--- src/rtl/exp5_pkg.sv ---
// Shared definitions for the Experiment 5 sequence-memory game: state codes
// (also used by the hex display decoder) and default timing/round limits.
package exp5_pkg;

  typedef enum logic [3:0] {
    INICIAL        = 4'd0,
    PREPARACAO     = 4'd1,
    INICIA_RODADA  = 4'd2,
    ESPERA_JOGADA  = 4'd3,
    REGISTRA       = 4'd4,
    COMPARACAO     = 4'd5,
    PROXIMA_JOGADA = 4'd6,
    PROXIMA_RODADA = 4'd7,
    FIM_ACERTOU    = 4'd10,
    FIM_TIMEOUT    = 4'd13,
    FIM_ERROU      = 4'd14
  } estado_t;

  localparam int TIMEOUT_CICLOS_PADRAO = 5000;
  localparam int RODADAS_MODO1_PADRAO  = 4;
  localparam int RODADAS_MODO0_PADRAO  = 16;

  // 0-based index of the final round, truncated to the 4-bit round counter
  function automatic logic [3:0] ultima_rodada(input int rodadas);
    return 4'(rodadas - 1);
  endfunction

endpackage

--- src/rtl/exp5_contador_timeout.sv ---
// Saturating play-timeout counter; fim rises once TIMEOUT_CICLOS-1 is reached
// and stays there until zera clears it.
module exp5_contador_timeout
  import exp5_pkg::*;
#(
  parameter int TIMEOUT_CICLOS = TIMEOUT_CICLOS_PADRAO
) (
  input  logic clock,
  input  logic reset,
  input  logic zera,
  input  logic conta,
  output logic fim
);

  localparam int W = (TIMEOUT_CICLOS > 1) ? $clog2(TIMEOUT_CICLOS) : 1;
  localparam logic [W-1:0] ULTIMO = W'(TIMEOUT_CICLOS - 1);

  logic [W-1:0] contagem;

  always_ff @(posedge clock or negedge reset) begin
    if (!reset) begin
      contagem <= '0;
    end else if (zera) begin
      contagem <= '0;
    end else if (conta && (contagem != ULTIMO)) begin
      contagem <= contagem + W'(1);
    end
  end

  assign fim = (contagem == ULTIMO);

endmodule

--- src/rtl/exp5_unidade_controle.sv ---
// Moore control FSM for the Experiment 5 game: sequences the play/round
// counters, play register, comparison and play timeout.
module exp5_unidade_controle
  import exp5_pkg::*;
#(
  parameter int TIMEOUT_CICLOS = TIMEOUT_CICLOS_PADRAO,
  parameter int RODADAS_MODO1  = RODADAS_MODO1_PADRAO,
  parameter int RODADAS_MODO0  = RODADAS_MODO0_PADRAO
) (
  input  logic       clock,
  input  logic       reset,
  input  logic       iniciar,
  input  logic       modo,
  input  logic       jogada,
  input  logic       igual,
  input  logic       fimC,
  input  logic [3:0] rodada,
  output logic       zeraC,
  output logic       contaC,
  output logic       zeraCL,
  output logic       contaCL,
  output logic       zeraR,
  output logic       registraR,
  output logic       acertou,
  output logic       errou,
  output logic       pronto,
  output logic       db_timeout,
  output logic [3:0] db_estado
);

  localparam logic [3:0] ULTIMA_MODO1 = ultima_rodada(RODADAS_MODO1);
  localparam logic [3:0] ULTIMA_MODO0 = ultima_rodada(RODADAS_MODO0);

  estado_t estado, estado_prox;
  logic    modo_r;
  logic    fim_timeout;
  logic    ultima;

  // Leaving ESPERA_JOGADA for any other state restarts the timeout window
  exp5_contador_timeout #(
    .TIMEOUT_CICLOS(TIMEOUT_CICLOS)
  ) u_timeout (
    .clock(clock),
    .reset(reset),
    .zera (estado != ESPERA_JOGADA),
    .conta(estado == ESPERA_JOGADA),
    .fim  (fim_timeout)
  );

  assign ultima = (rodada == (modo_r ? ULTIMA_MODO1 : ULTIMA_MODO0));

  always_ff @(posedge clock or negedge reset) begin
    if (!reset) begin
      estado <= INICIAL;
      modo_r <= 1'b0;
    end else begin
      estado <= estado_prox;
      if (estado == PREPARACAO) begin
        modo_r <= modo;
      end
    end
  end

  always_comb begin
    estado_prox = estado;
    zeraC       = 1'b0;
    contaC      = 1'b0;
    zeraCL      = 1'b0;
    contaCL     = 1'b0;
    zeraR       = 1'b0;
    registraR   = 1'b0;
    acertou     = 1'b0;
    errou       = 1'b0;
    pronto      = 1'b0;
    db_timeout  = 1'b0;
    case (estado)
      INICIAL: begin
        if (iniciar) estado_prox = PREPARACAO;
      end
      PREPARACAO: begin
        zeraCL      = 1'b1;
        zeraC       = 1'b1;
        zeraR       = 1'b1;
        estado_prox = INICIA_RODADA;
      end
      INICIA_RODADA: begin
        zeraC       = 1'b1;
        estado_prox = ESPERA_JOGADA;
      end
      // A play on the last allowed cycle still counts
      ESPERA_JOGADA: begin
        if (jogada)           estado_prox = REGISTRA;
        else if (fim_timeout) estado_prox = FIM_TIMEOUT;
      end
      REGISTRA: begin
        registraR   = 1'b1;
        estado_prox = COMPARACAO;
      end
      COMPARACAO: begin
        if (!igual)      estado_prox = FIM_ERROU;
        else if (!fimC)  estado_prox = PROXIMA_JOGADA;
        else if (ultima) estado_prox = FIM_ACERTOU;
        else             estado_prox = PROXIMA_RODADA;
      end
      PROXIMA_JOGADA: begin
        contaC      = 1'b1;
        estado_prox = ESPERA_JOGADA;
      end
      PROXIMA_RODADA: begin
        contaCL     = 1'b1;
        estado_prox = INICIA_RODADA;
      end
      FIM_ACERTOU: begin
        acertou = 1'b1;
        pronto  = 1'b1;
        if (iniciar) estado_prox = PREPARACAO;
      end
      FIM_ERROU: begin
        errou  = 1'b1;
        pronto = 1'b1;
        if (iniciar) estado_prox = PREPARACAO;
      end
      FIM_TIMEOUT: begin
        errou      = 1'b1;
        pronto     = 1'b1;
        db_timeout = 1'b1;
        if (iniciar) estado_prox = PREPARACAO;
      end
      default: estado_prox = INICIAL;
    endcase
  end

  assign db_estado = estado;

endmodule
--- config.mk ---
export PLATFORM = sky130hd
export DESIGN_NAME = exp5_unidade_controle
export DESIGN_NICKNAME = d
export VERILOG_FILES = /design/src/rtl/exp5_pkg.sv /design/src/rtl/exp5_contador_timeout.sv /design/src/rtl/exp5_unidade_controle.sv
export SDC_FILE = /design/constraint.sdc
export NUM_CORES = 1
export LEC_CHECK = 0
export BUFFER_PORTS_ARGS = -buffer_cell sky130_fd_sc_hd__buf_2
export CORE_ASPECT_RATIO = 1.5
export CORE_MARGIN = 4
export CORE_UTILIZATION = 34
export DETAILED_ROUTE_END_ITERATION = 7
export GPL_TIMING_DRIVEN = 0
export PLACE_DENSITY = 0.58
export SLEW_MARGIN = 30
export SYNTH_ARGS = -nofsm -noshare
export SYNTH_HDL_FRONTEND = slang
export SYNTH_SLANG_ARGS = --single-unit
--- constraint.sdc ---
create_clock -name clock -period 1.6 [get_ports clock]
set_input_delay 0.08 -clock clock [delete_from_list [all_inputs] [get_ports clock]]
set_output_delay 0.08 -clock clock [all_outputs]
set_load 0.01 [all_outputs]
* After elaboration in Yosys (flattened, before gate mapping)
Index checks and enable logic that the tools add are counted.
** Storage, ports and cells
- Bits in registers :: 18
- Bits of input ports :: 11
- Output and inout port bits :: 14
- Logic and storage cells :: 49
** Cells by class
- Add/subtract/negate cells :: 1
- Equal/unequal tests :: 16
- Multiplexer cells :: 19
- Reduce and logical (&&, ||, !) cells :: 10
** Operators by type and width (number)
- 2-to-1 mux 4 bit :: 7
- 2-to-1 mux 13 bit :: 2
- case mux 4 bit (6 select lines) :: 1
- == test 4 x 3 -> 1 bit (second input constant) :: 4
- adder 13 x 1 -> 13 bit (second input constant) :: 1
- == test 13 bit (second input constant) :: 1
- != test 13 bit (second input constant) :: 1
- == test 4 bit (second input constant) :: 3
- 2-to-1 mux 1 bit :: 9
- == test 4 x 2 -> 1 bit (second input constant) :: 2
- OR reduction 2 bit :: 4
- == test 4 x 1 -> 1 bit (second input constant) :: 1
- == test 4 bit :: 1
- logical NOT 4 bit :: 1
- != test 4 x 2 -> 1 bit (second input constant) :: 1
- OR reduction 4 bit :: 1
- != test 3 bit (second input constant) :: 1
- OR reduction 3 bit :: 1
- != test 2 x 1 -> 1 bit (second input constant) :: 1
- AND reduction 2 bit :: 1
- nonzero test 2 bit :: 1
- logical AND 1 bit :: 1

* Longest topological paths before layout
Gate-level depths: netlist of the first run.
- Depth in word-level cells :: 6
- Mapped depth :: 6
- Gate-level depth less buffers :: 6

* Cells and area by module
A second synthesis of the first run with hierarchy kept.
** Unflattened totals
- Cell total of the unflattened synthesis :: 131
- Area, all modules :: 1223.7 sq um
** By module, submodules not included
- exp5_contador_timeout :: instances 1, cells each 71, area each 724.4 sq um, seq. area each 325.3 sq um
- exp5_unidade_controle :: instances 1, cells each 60, area each 499.2 sq um, seq. area each 125.1 sq um

* Worst setup path after synthesis of the first run
Ideal clock, no wire load.
- Path type :: flip-flop to flip-flop
- Start :: reg estado[0] (netlist: db_estado[0])
- End :: reg estado[2] (netlist: db_estado[2])
- Library setup time :: 0.126 ns
- Arrival :: 1.565 ns
- Required time :: 1.474 ns
- Setup slack :: -0.091 ns
- Cell stages (with the launch flop) :: 5
- Buffers on the path :: 0
- Path through :: dfrtp_1 -> or4_4 -> a31oi_4 -> a21oi_2 -> a221o_1
** On the way
- Word-level cells in the longest chain between the ends :: 4
- Elaborated cells between the ends (all ways) :: 18
- Classes of those cells :: eq/ne (12); mux (1); reduce/logical (5)
** Ends and longest elaborated chain
- from (decl) :: RTL line exp5_unidade_controle.sv:34 : estado_t estado, estado_prox;
- from (signal assigned) :: RTL line exp5_unidade_controle.sv:57 : estado <= estado_prox;
- == test 4 bit / logical NOT 4 bit (equally long branches) :: RTL line exp5_unidade_controle.sv:76 : case (estado)
- OR reduction 4 bit (no source line)
- != test 2 x 1 -> 1 bit (no source line)
- AND reduction 2 bit (no source line)
Several ways; a longest one is shown, not always the timed one.
A chain may end at the register's enable or synchronous reset.

* Worst setup path in the final report of the first run
- Start :: reg estado[2] (netlist: db_estado[2])
- End :: reg estado[3] (netlist: db_estado[3])
The elaborated chain is that of the path after synthesis.

==> run summary, run 1 <==
* outcome: finished with violations
* violations in the final reports: setup timing
* sequential area share after synthesis: 0.407
* leading register cell type out of synthesis: sky130_fd_sc_hd__dfrtp_1
* critical path class: reg -> reg
* data required time at the worst endpoint: 1.74 ns
* average vias per placed instance: 5.16
* Final Cycle Share: 1.06
* worst slack, placed: -0.238 ns
* Global Route Usage Sum: 0.145
* via count of the routed design: 1038
* die boundary width: 54.6 µm
* worst hold margin: 0.0649 ns
* highest achievable clock rate: 589 MHz
* Routed WL per cell: 14.2 µm
* share of synthesized flip-flops with an asynchronous set or reset: 1.00
* time the worst path needs with I/O delays and setup: 1.70 ns
* flops & latches, synth: 18
* post-layout instance count excluding filler cells: 201
* reg-to-reg endpoint: db_estado[3]$_DFFE_PN0P_
* initial core utilization: 0.354
* Final Setup Violations: 4
* DP Wirelength: 1.99 mm
* total placed instance area: 1280 µm²
* Syn. warnings: 0
* largest net degree at the start of global routing: 19
* Max-slew headroom: 0.686
* fillers: 315
* arrival time of data at the critical path endpoint: 1.84 ns
* Ports: 25
* deepest level of the CTS H-tree: 1
* standard cell core area: 3130 µm²
* number of iterations in the first detailed-routing pass: 4
* final weighted congestion in routability-driven placement: 0.785
* worst reg-to-reg path cell count: 6
* worst hold start: modo
* row count: 25
* Power Dens Cells: 1460 nW/µm²
* Reg2Reg Setup Slack: -0.1 ns
* # Max-Cap Violations: 0
* latest clock arrival within the worst-skew pair: 0.25 ns
* Post-Place Cells: 184
* GRT Residual Overflow: 0
* RSZ-0062 raised after global routing: yes
* 1st-iter DRT viols: 27
* LEAKAGE: 0.717 nW
* Cell Area, Synth: 1110 µm²
* largest voltage drop on the vdd net: 0.857 mV
* number of enable-type register cells in the synthesized netlist: 0
* reg2reg start: db_estado[2]$_DFFE_PN0P_
* Reg clk slew, reported paths: 0.07 ns
* cell count of the worst hold path: 2
* floorplan die area: 4250 µm²
* Layout Area Growth over Synthesis: 41.6%
* clock net sink count: 18
* Max clock buf depth: 2
* net count after synthesis: 132
* largest clock skew in the final design: 0.00113 ns
* first-pass GRT wire length: 4.77 mm
* number of I/O port buffers: 24
* Antenna diodes: 0
* Cell variety after synth: 41
* final number of max-transition violations: 0
* Worst Max-Slew Pin Slew: 0.471 ns
* class of the tightest hold or removal check: in -> reg
* Crit Path Max Fanout: 4
* vertical die dimension: 77.9 µm
* Post-Syn Area per Cell: 9.23 µm²
* CTS tree: built
* Detail Route Antenna Nets: 0
* Hold Crit Endpoint: modo_r$_DFFE_PN0P_
* number of hold violations in the final report: 0
* Post-Layout Inst Area: 1570 µm²
* Root Buffer Master: sky130_fd_sc_hd__clkbuf_8
* fraction of layout instances using a drive strength above 1: 0.429
* number of global-route vias before repair: 1101
* startpoint type of the worst setup path: register
* Nets: 174
* gate count of the mapped netlist: 120
* DRC: 0
* setup ws final: -0.0981 ns
* kind of end point of the critical path: register
* antenna violations before repair: 0
* number of buffers created by CTS: 3
* total routed wirelength: 2.85 mm
cells in the mapped netlist, drive strengths merged (2+ instances only):
cell	instances	area [µm²]
a21oi	10	53.8
a31oi	2	27.5
and3	4	25.0
buf	5	32.5
dfrtp	18	450
inv	5	18.8
nand2	10	37.5
nand2b	2	12.5
nand3	5	25.0
nand3b	3	22.5
nand4	2	27.5
nor2	17	66.3
nor3	5	30.0
o31ai	2	15.0
xnor2	2	17.5
xor2	9	78.8
worst max path at each step:
stage | to | slack, ns | depth (start not counted) | startpoint
6_report | db_estado[3]$_DFFE_PN0P_ | -0.1 | 6 | db_estado[2]$_DFFE_PN0P_
5_1_grt | db_estado[0]$_DFFE_PN0P_ | -0.14 | 6 | db_estado[3]$_DFFE_PN0P_
4_1_cts | db_estado[0]$_DFFE_PN0P_ | -0.12 | 6 | db_estado[0]$_DFFE_PN0P_
3_5_place_dp | db_estado[2]$_DFFE_PN0P_ | -0.24 | 6 | u_timeout.contagem[0]$_DFFE_PN0P_
3_3_place_gp | db_estado[2]$_DFFE_PN0P_ | -0.19 | 6 | u_timeout.contagem[0]$_DFFE_PN0P_
2_1_floorplan | db_estado[2]$_DFFE_PN0P_ | -0.04 | 4 | db_estado[3]$_DFFE_PN0P_
per-stage QoR:
step | utilization | setup TNS, ns | total power [W]
after CTS | 0.464 | -0.383 | 0.00209
final | 0.501 | -0.360 | 0.00228
after detailed placement | 0.411 | -0.448 | 0.00152
after global placement | 0.411 | -0.404 | 0.00150
after global routing | 0.501 | -0.576 | 0.00244
after floorplan | - | -0.0450 | 0.00124
cells by family after synthesis:
logic type,Yosys count,share of synthesized area
AO/OA/AOI/OAI,21,0.138
XOR/XNOR,11,0.0870
adder cells (fa/ha/maj),1,0.0113
buffers and inverters,11,0.0497
flip-flops,18,0.407
multiplexers,2,0.0192
AND/OR/NAND/NOR,56,0.288
layer usage:
metal | part of all wire | GRT usage | vias up
met2 | 0.53 | 0.251 | 30
met4 | 0.018 | 0.0549 | 0
met1 | 0.41 | 0.169 | 500
met5 | 0 | 0 | -
li1 | - | - | 502
met3 | 0.046 | 0.0230 | 6
what timing repair did:
action	CTS	global route
setup buffers	5	7
pin swaps	7	8
setup endpoints to repair	5	12
hold buffers	1	0
endpoints found under the hold margin	18	0
gates resized for setup	12	16
gates cloned	0	0
cell usage in the layout (no fill, tap or decap), drive strengths merged, types with 5 or more instances in the layout:
| cell | count |
|---|---|
| dfrtp | 18 |
| nor2 | 17 |
| inv | 5 |
| nand3 | 5 |
| nor3 | 5 |
| clkbuf | 6 |
| nand2 | 10 |
| a21oi | 10 |
| buf | 40 |
| xor2 | 9 |
final cells by class:
type	count	area [µm²]	area share
buffer	6	45.0	0.0287
sequential	18	452	0.288
tap	40	50.0	0.0319
clock buffer	4	55.1	0.0351
timing repair buffer	37	228	0.145
inverter	5	18.8	0.0120
multi-input combinational	91	719	0.459
registers in the layout, summed over array words and instances, names as in the netlist:
name,cells
db_estado,4
u_timeout.contagem,13
modo_r,1
worst max-delay path, cell delays in order (launching register included):
cell and delay, ns:
sky130_fd_sc_hd__dfrtp_2 0.43, sky130_fd_sc_hd__or4_4 0.55, sky130_fd_sc_hd__a31oi_4 0.22, sky130_fd_sc_hd__a21oi_4 0.06, sky130_fd_sc_hd__buf_6 0.14, sky130_fd_sc_hd__a21oi_2 0.15, sky130_fd_sc_hd__a21oi_2 0.04
where the power goes:
group,internal [W],switching (W)
clock,0.000218,0.000146
combinational,0.000620,0.000686
sequential,0.000535,0.0000780
total,0.00137,0.000909
Power figures use the tool's default switching activity.
==> inputs of run 2 (changes only) <==
REMOVE_ABC_BUFFERS = 1   (was not set)
==> run summary, run 2 (synthesis gave the netlist of run 1 again) <==
* outcome: finished with violations
* violations in the final reports: setup timing
* flip-flop count of the largest register after layout: 13, unchanged
* total routed wirelength: 2.57 mm, -9.9%
* row count: 25, unchanged
* class of the tightest hold or removal check: in -> reg
* post-layout instance count excluding filler cells: 194, -3.5%
* commonest cells after routing, fill and taps aside: sky130_fd_sc_hd__buf_2 (24), sky130_fd_sc_hd__nor2_1 (16), sky130_fd_sc_hd__dfrtp_1 (14)
* first-pass GRT wire length: 4.33 mm, -9.2%
* number of iterations in the first detailed-routing pass: 4, unchanged
* worst hold margin: 0.0632 ns, -0.00171 ns
* startpoint type of the worst setup path: register
* final number of max-transition violations: 0, unchanged
* setup ws final: -0.0982 ns, -0.000143 ns
* standard cell core area: 3130 µm², unchanged
* Post-Place Cells: 178, -3.3%
* Ports: 25, unchanged
* DRC: 0, unchanged
* floorplan die area: 4250 µm², unchanged
* fillers: 320, +1.6%
* Total Power Consumption: 0.00201 W, -12%
* total placed instance area: 1240 µm², -3.4%
* initial core utilization: 0.354, unchanged
* deepest level of the CTS H-tree: 1, unchanged
* largest clock skew in the final design: 0.00164 ns, +0.000510 ns
* Antenna diodes: 0, unchanged
* arrival time of data at the critical path endpoint: 1.83 ns, about the same
* Global Route Usage Sum: 0.133, -0.0119
* Nets: 168, -3.4%
* via count of the routed design: 989, -4.7%
* Detail Route Antenna Nets: 0, unchanged
* antenna violations before repair: 0, unchanged
* Max clock buf depth: 2, unchanged
* die boundary width: 54.6 µm, unchanged
* Layout Area Growth over Synthesis: 30.8%
* Max-slew headroom: 0.730, +0.0439
* clock net sink count: 18, unchanged
* LEAKAGE: 0.661 nW, -7.7%
* Worst Max-Slew Pin Slew: 0.405 ns, -0.0659 ns
* GRT Residual Overflow: 0, unchanged
* vertical die dimension: 77.9 µm, unchanged
* Final Core Density: 0.463, -0.0380
* number of global-route vias before repair: 1076, -2.3%
* critical-path cell list: or4_4 -> a31oi_4 -> a21oi_4 -> a221o_1
* most frequent standard cell in the layout excluding fill and tap cells: sky130_fd_sc_hd__buf_2
* fraction of layout instances using a drive strength above 1: 0.370, -0.0584
* Reg clk slew, reported paths: 0.07 ns, about the same
* Critical Path Slowest Stage Cell: sky130_fd_sc_hd__or4_4
* Routed WL per cell: 13.2 µm, -6.7%
* critical path class: reg -> reg
* Power Dens Cells: 1390 nW/µm², -4.7%
* number of hold violations in the final report: 0, unchanged
* average vias per placed instance: 5.10, -1.3%
* final weighted congestion in routability-driven placement: 0.761, -2.9%
* Reg2Reg Setup Slack: -0.1 ns, about the same
* latest clock arrival within the worst-skew pair: 0.25 ns, about the same
* CTS tree: built
* Post-Layout Inst Area: 1450 µm², -7.6%
* Final Setup Violations: 3, -1
* 1st-iter DRT viols: 30, +11%
* kind of end point of the critical path: register
* Final Cycle Share: 1.06, about the same
* time the worst path needs with I/O delays and setup: 1.70 ns, +0.000143 ns
* number of I/O port buffers: 24, unchanged
* largest net degree at the start of global routing: 19, unchanged
* number of buffers created by CTS: 3, unchanged
* biggest cell delay along the critical path: 0.55 ns, about the same
* largest voltage drop on the vdd net: 0.885 mV, +3.2%
* # Max-Cap Violations: 0, unchanged
* Root Buffer Master: sky130_fd_sc_hd__clkbuf_8
* highest achievable clock rate: 589 MHz, about the same
* RSZ-0062 raised after global routing: yes
* DP Wirelength: 1.77 mm, -11%
* data required time at the worst endpoint: 1.73 ns, about the same
* register bank with the most flops: u_timeout.contagem
* Crit Path Max Fanout: 5, +1
-- run 2: changes by cell type in the layout (fill, tap and decap cells not counted), moves of 2 or more --
| cell | before | now |
|---|---|---|
| sky130_fd_sc_hd__dfrtp_1 | 17 | 14 |
| sky130_fd_sc_hd__dfrtp_2 | 1 | 4 |
| sky130_fd_sc_hd__buf_4 | 13 | 11 |
| sky130_fd_sc_hd__buf_6 | 3 | 1 |
-- run 2: final cells by class --
| cell class | count | area, µm² | area share |
|---|---|---|---|
| multi-input combinational | 91 | 659 | 0.455 |
| clock buffer | 3 | 41.3 | 0.0285 |
| tap | 40 | 50.0 | 0.0345 |
| timing repair buffer | 37 | 224 | 0.155 |
| sequential | 18 | 455 | 0.314 |
| inverter | 5 | 18.8 | 0.0130 |
-- run 2: through the flow --
stage | setup slack, ns | TNS, ns
6_report | -0.0982 | -0.235
5_1_grt | -0.125 | -0.358
4_1_cts | -0.0978 | -0.317
3_5_place_dp | -0.544 | -1.70
3_3_place_gp | -0.521 | -1.59
2_1_floorplan | -0.271 | -0.635
-- run 2: worst paths after layout --
kind	startpoint	endpoint	cells past startpoint
hold / removal	modo	modo_r$_DFFE_PN0P_	2
setup reg to reg	db_estado[2]$_DFFE_PN0P_	db_estado[2]$_DFFE_PN0P_	4
min in group asynchronous	reset	u_timeout.contagem[10]$_DFFE_PN0P_	2
hold reg to reg	modo_r$_DFFE_PN0P_	modo_r$_DFFE_PN0P_	1
setup / recovery	db_estado[2]$_DFFE_PN0P_	db_estado[2]$_DFFE_PN0P_	4
max in group asynchronous	reset	db_estado[1]$_DFFE_PN0P_	2
-- run 2: timing repair --
item | CTS | global route
resized for setup | 10 | 5
hold endpoints to repair | 18 | 0
buffers inserted | 10 | 2
pin swaps | 5 | 4
hold buffers | 1 | 0
cloned | 0 | 0
endpoints found under the setup margin | 9 | 6
-- run 2: metal layers --
layer | vias up | part of all wire | GRT usage
met1 | 471 | 0.43 | 0.158
met5 | - | 0 | 0
met2 | 23 | 0.52 | 0.225
met4 | 0 | 0.014 | 0.0599
met3 | 4 | 0.035 | 0.0192
li1 | 491 | - | -
-- run 2: worst max-delay path, delay by kind of cell (launching register included) --
family           cells  cell delay (ns)
AO/OA/AOI/OAI        3             0.59
flip-flops           1             0.44
AND/OR/NAND/NOR      1             0.55
-- run 2: power breakdown --
part	internal, W	leakage, nW	switching [W]
Combinational	0.000505	0.402	0.000551
Sequential	0.000541	0.237	0.000103
Clock	0.000167	0.0216	0.000143
==> inputs of run 3 (changes only) <==
CORE_UTILIZATION = 47   (was 34)
PLACE_DENSITY = 0.76   (was 0.58)
==> run summary, run 3 (synthesis gave the netlist of run 1 again) <==
* Reg2Reg Setup Slack: -0.14 ns, -0.05 ns
* antenna violations before repair: 0, unchanged
* largest clock skew in the final design: 0.00968 ns, +0.00804 ns
* # Max-Cap Violations: 0, unchanged
* die boundary width: 47.6 µm, -13%
* setup ws final: -0.145 ns, -0.0467 ns
* violations in the final reports: setup timing
* row count: 21, -16%
* cell count of the worst hold path: 2, unchanged
* kind of end point of the critical path: register
* Hold Crit Endpoint: modo_r$_DFFE_PN0P_
* final number of max-transition violations: 0, unchanged
* class of the tightest hold or removal check: in -> reg
* Crit. Startpoint: db_estado[2]$_DFFE_PN0P_
* Power Dens Cells: 1460 nW/µm², +5.4%
* combinational fraction of design power: 0.579, +0.054
* fillers: 172, -46%
* first-pass GRT wire length: 4.34 mm, +0.16%
* flip-flop count of the largest register after layout: 13, unchanged
* average vias per placed instance: 5.56, +9.1%
* Detail Route Antenna Nets: 0, unchanged
* Crit Path Max Fanout: 4, -1
* number of buffers created by CTS: 3, unchanged
* LEAKAGE: 0.690 nW, +4.4%
* Worst Max-Slew Pin Slew: 0.455 ns, +0.0501 ns
* Final Setup Violations: 4, +1
* most frequent standard cell in the layout excluding fill and tap cells: sky130_fd_sc_hd__buf_2
* data required time at the worst endpoint: 1.79 ns, +0.06 ns
* latest clock arrival within the worst-skew pair: 0.30 ns, +0.05 ns
* DP Wirelength: 1.75 mm, -1.4%
* Critical Path Slowest Stage Cell: sky130_fd_sc_hd__or4_4
* vertical die dimension: 67.4 µm, -13%
* FF+latch area: 455 µm², unchanged
* post-layout instance count excluding filler cells: 182, -6.2%
* Clk network pwr share: 0.130, -0.024
* DRC: 0, unchanged
* arrival time of data at the critical path endpoint: 1.93 ns, +0.10 ns
* register bank with the most flops: u_timeout.contagem
* via count of the routed design: 1012, +2.3%
* total placed instance area: 1220 µm², -1.7%
* Max-slew headroom: 0.693, -0.0367
* initial core utilization: 0.496, +0.142
* net switching power figure: 0.000897 W, +13%
* GRT Residual Overflow: 0, unchanged
* Root Buffer Master: sky130_fd_sc_hd__clkbuf_4
* outcome: finished with violations
* number of global-route vias before repair: 1004, -6.7%
* worst reg-to-reg path cell count: 6, +2
* total routed wirelength: 2.74 mm, +6.7%
* Post-Layout Inst Area: 1510 µm², +4.3%
* startpoint type of the worst setup path: register
* multi-input combinational cell area: 708 µm², +7.4%
* RSZ-0062 raised after global routing: yes
* standard cell core area: 2230 µm², -29%
* Layout Area Growth over Synthesis: 36.5%
* Reg clk slew, reported paths: 0.11 ns, +0.04 ns
* Post-Place Cells: 161, -9.6%
* Final Core Density: 0.677, +0.214
* floorplan die area: 3210 µm², -24%
* kind of cell with the highest combined delay on the critical path: simple AND/OR/NAND/NOR gates
* Max clock buf depth: 2, unchanged
* Total Power Consumption: 0.00221 W, +10%
* cell internal pwr: 0.00131 W, +8.3%
* Antenna diodes: 0, unchanged
* commonest cells after routing, fill and taps aside: sky130_fd_sc_hd__buf_2 (23), sky130_fd_sc_hd__nor2_1 (16), sky130_fd_sc_hd__dfrtp_1 (14), sky130_fd_sc_hd__buf_4 (14), sky130_fd_sc_hd__xor2_1 (9)
* number of I/O port buffers: 24, unchanged
* largest voltage drop on the vdd net: 1.28 mV, +45%
* number of hold violations in the final report: 0, unchanged
* critical path class: reg -> reg
* deepest level of the CTS H-tree: 1, unchanged
* portion of total power attributed to sequential cells: 0.291, -0.030
* CTS tree: built
* time the worst path needs with I/O delays and setup: 1.74 ns, +0.0467 ns
* critical-path cell list: or4_4 -> a31oi_4 -> a21oi_4 -> buf_6 -> o31ai_4 -> o221ai_2
* highest achievable clock rate: 573 MHz, -2.7%
* biggest cell delay along the critical path: 0.55 ns, about the same
* fraction of layout instances using a drive strength above 1: 0.440, +0.0701
* Routed WL per cell: 15.1 µm, +14%
* final weighted congestion in routability-driven placement: 0.777, +2.0%
* largest net degree at the start of global routing: 19, unchanged
* clock net sink count: 18, unchanged
* Final Cycle Share: 1.09, +0.0292
* worst hold start: modo
* switching part of the total: 0.406, +0.00914
* reg2reg start: db_estado[2]$_DFFE_PN0P_
* number of iterations in the first detailed-routing pass: 4, unchanged
* reg-to-reg endpoint: db_estado[0]$_DFFE_PN0P_
* Nets: 172, +2.4%
* 1st-iter DRT viols: 22, -27%
* number of buffer and inverter instances along the worst setup path: 1, +1
* Ports: 25, unchanged
* Global Route Usage Sum: 0.185, +0.0513
* worst slack, placed: -0.534 ns, +0.00987 ns
-- run 3: how the worst max path moves through the flow --
stage               slack (ns)                       end  depth (start not counted)
global placement         -0.48  db_estado[2]$_DFFE_PN0P_                          4
detailed placement       -0.53  db_estado[2]$_DFFE_PN0P_                          4
finish                   -0.14  db_estado[0]$_DFFE_PN0P_                          6
floorplan                -0.27        modo_r$_DFFE_PN0P_                          3
global route             -0.18  db_estado[0]$_DFFE_PN0P_                          6
CTS                      -0.13  db_estado[2]$_DFFE_PN0P_                          4
-- run 3: timing repair --
| action | 4_1_cts | 5_1_grt |
|---|---|---|
| pin swaps | 2 | 8 |
| buffers inserted | 9 | 7 |
| endpoints found under the setup margin | 11 | 10 |
| gates resized for setup | 14 | 13 |
| hold buffers | 1 | 0 |
| hold endpoints to repair | 18 | 0 |
-- run 3: worst reg2reg max path, cell delays in order, from the launching register on --
cell and delay [ns]:
sky130_fd_sc_hd__dfrtp_2 0.46, sky130_fd_sc_hd__or4_4 0.56, sky130_fd_sc_hd__a31oi_4 0.24, sky130_fd_sc_hd__a21oi_4 0.07, sky130_fd_sc_hd__buf_6 0.14, sky130_fd_sc_hd__o31ai_4 0.05, sky130_fd_sc_hd__o221ai_2 0.13
-- run 3: final cells by class --
type	count	area share
Sequential cell	18	0.301
Clock buffer	4	0.0240
Inverter	5	0.0124
Timing Repair Buffer	41	0.175
Tap cell	23	0.0190
Multi-Input combinational cell	91	0.469
-- run 3: routing by layer --
metal  wire length (µm)  GRT usage
met5                  0          0
met4                 57     0.0875
met3                121     0.0240
met2               1450      0.304
met1               1110      0.230
-- run 3: power groups by stage --
| stage | Combinational, W | Sequential (W) | Clock, W |
|---|---|---|---|
| 3_5_place_dp | 0.000704 | 0.000700 | 0 |
| 6_report | 0.00128 | 0.000642 | 0.000288 |
| 3_3_place_gp | 0.000684 | 0.000694 | 0 |
| 5_1_grt | 0.00140 | 0.000654 | 0.000321 |
| 4_1_cts | 0.00106 | 0.000638 | 0.000295 |
| 2_1_floorplan | 0.000477 | 0.000681 | 0 |
-- run 3: stage by stage --
step,setup TNS [ns],hold slack [ns]
4_1_cts,-0.338,0.00625
3_3_place_gp,-1.43,0.0296
2_1_floorplan,-0.635,-0.216
5_1_grt,-0.775,0.00414
6_report,-0.521,0.0143
3_5_place_dp,-1.59,0.0388
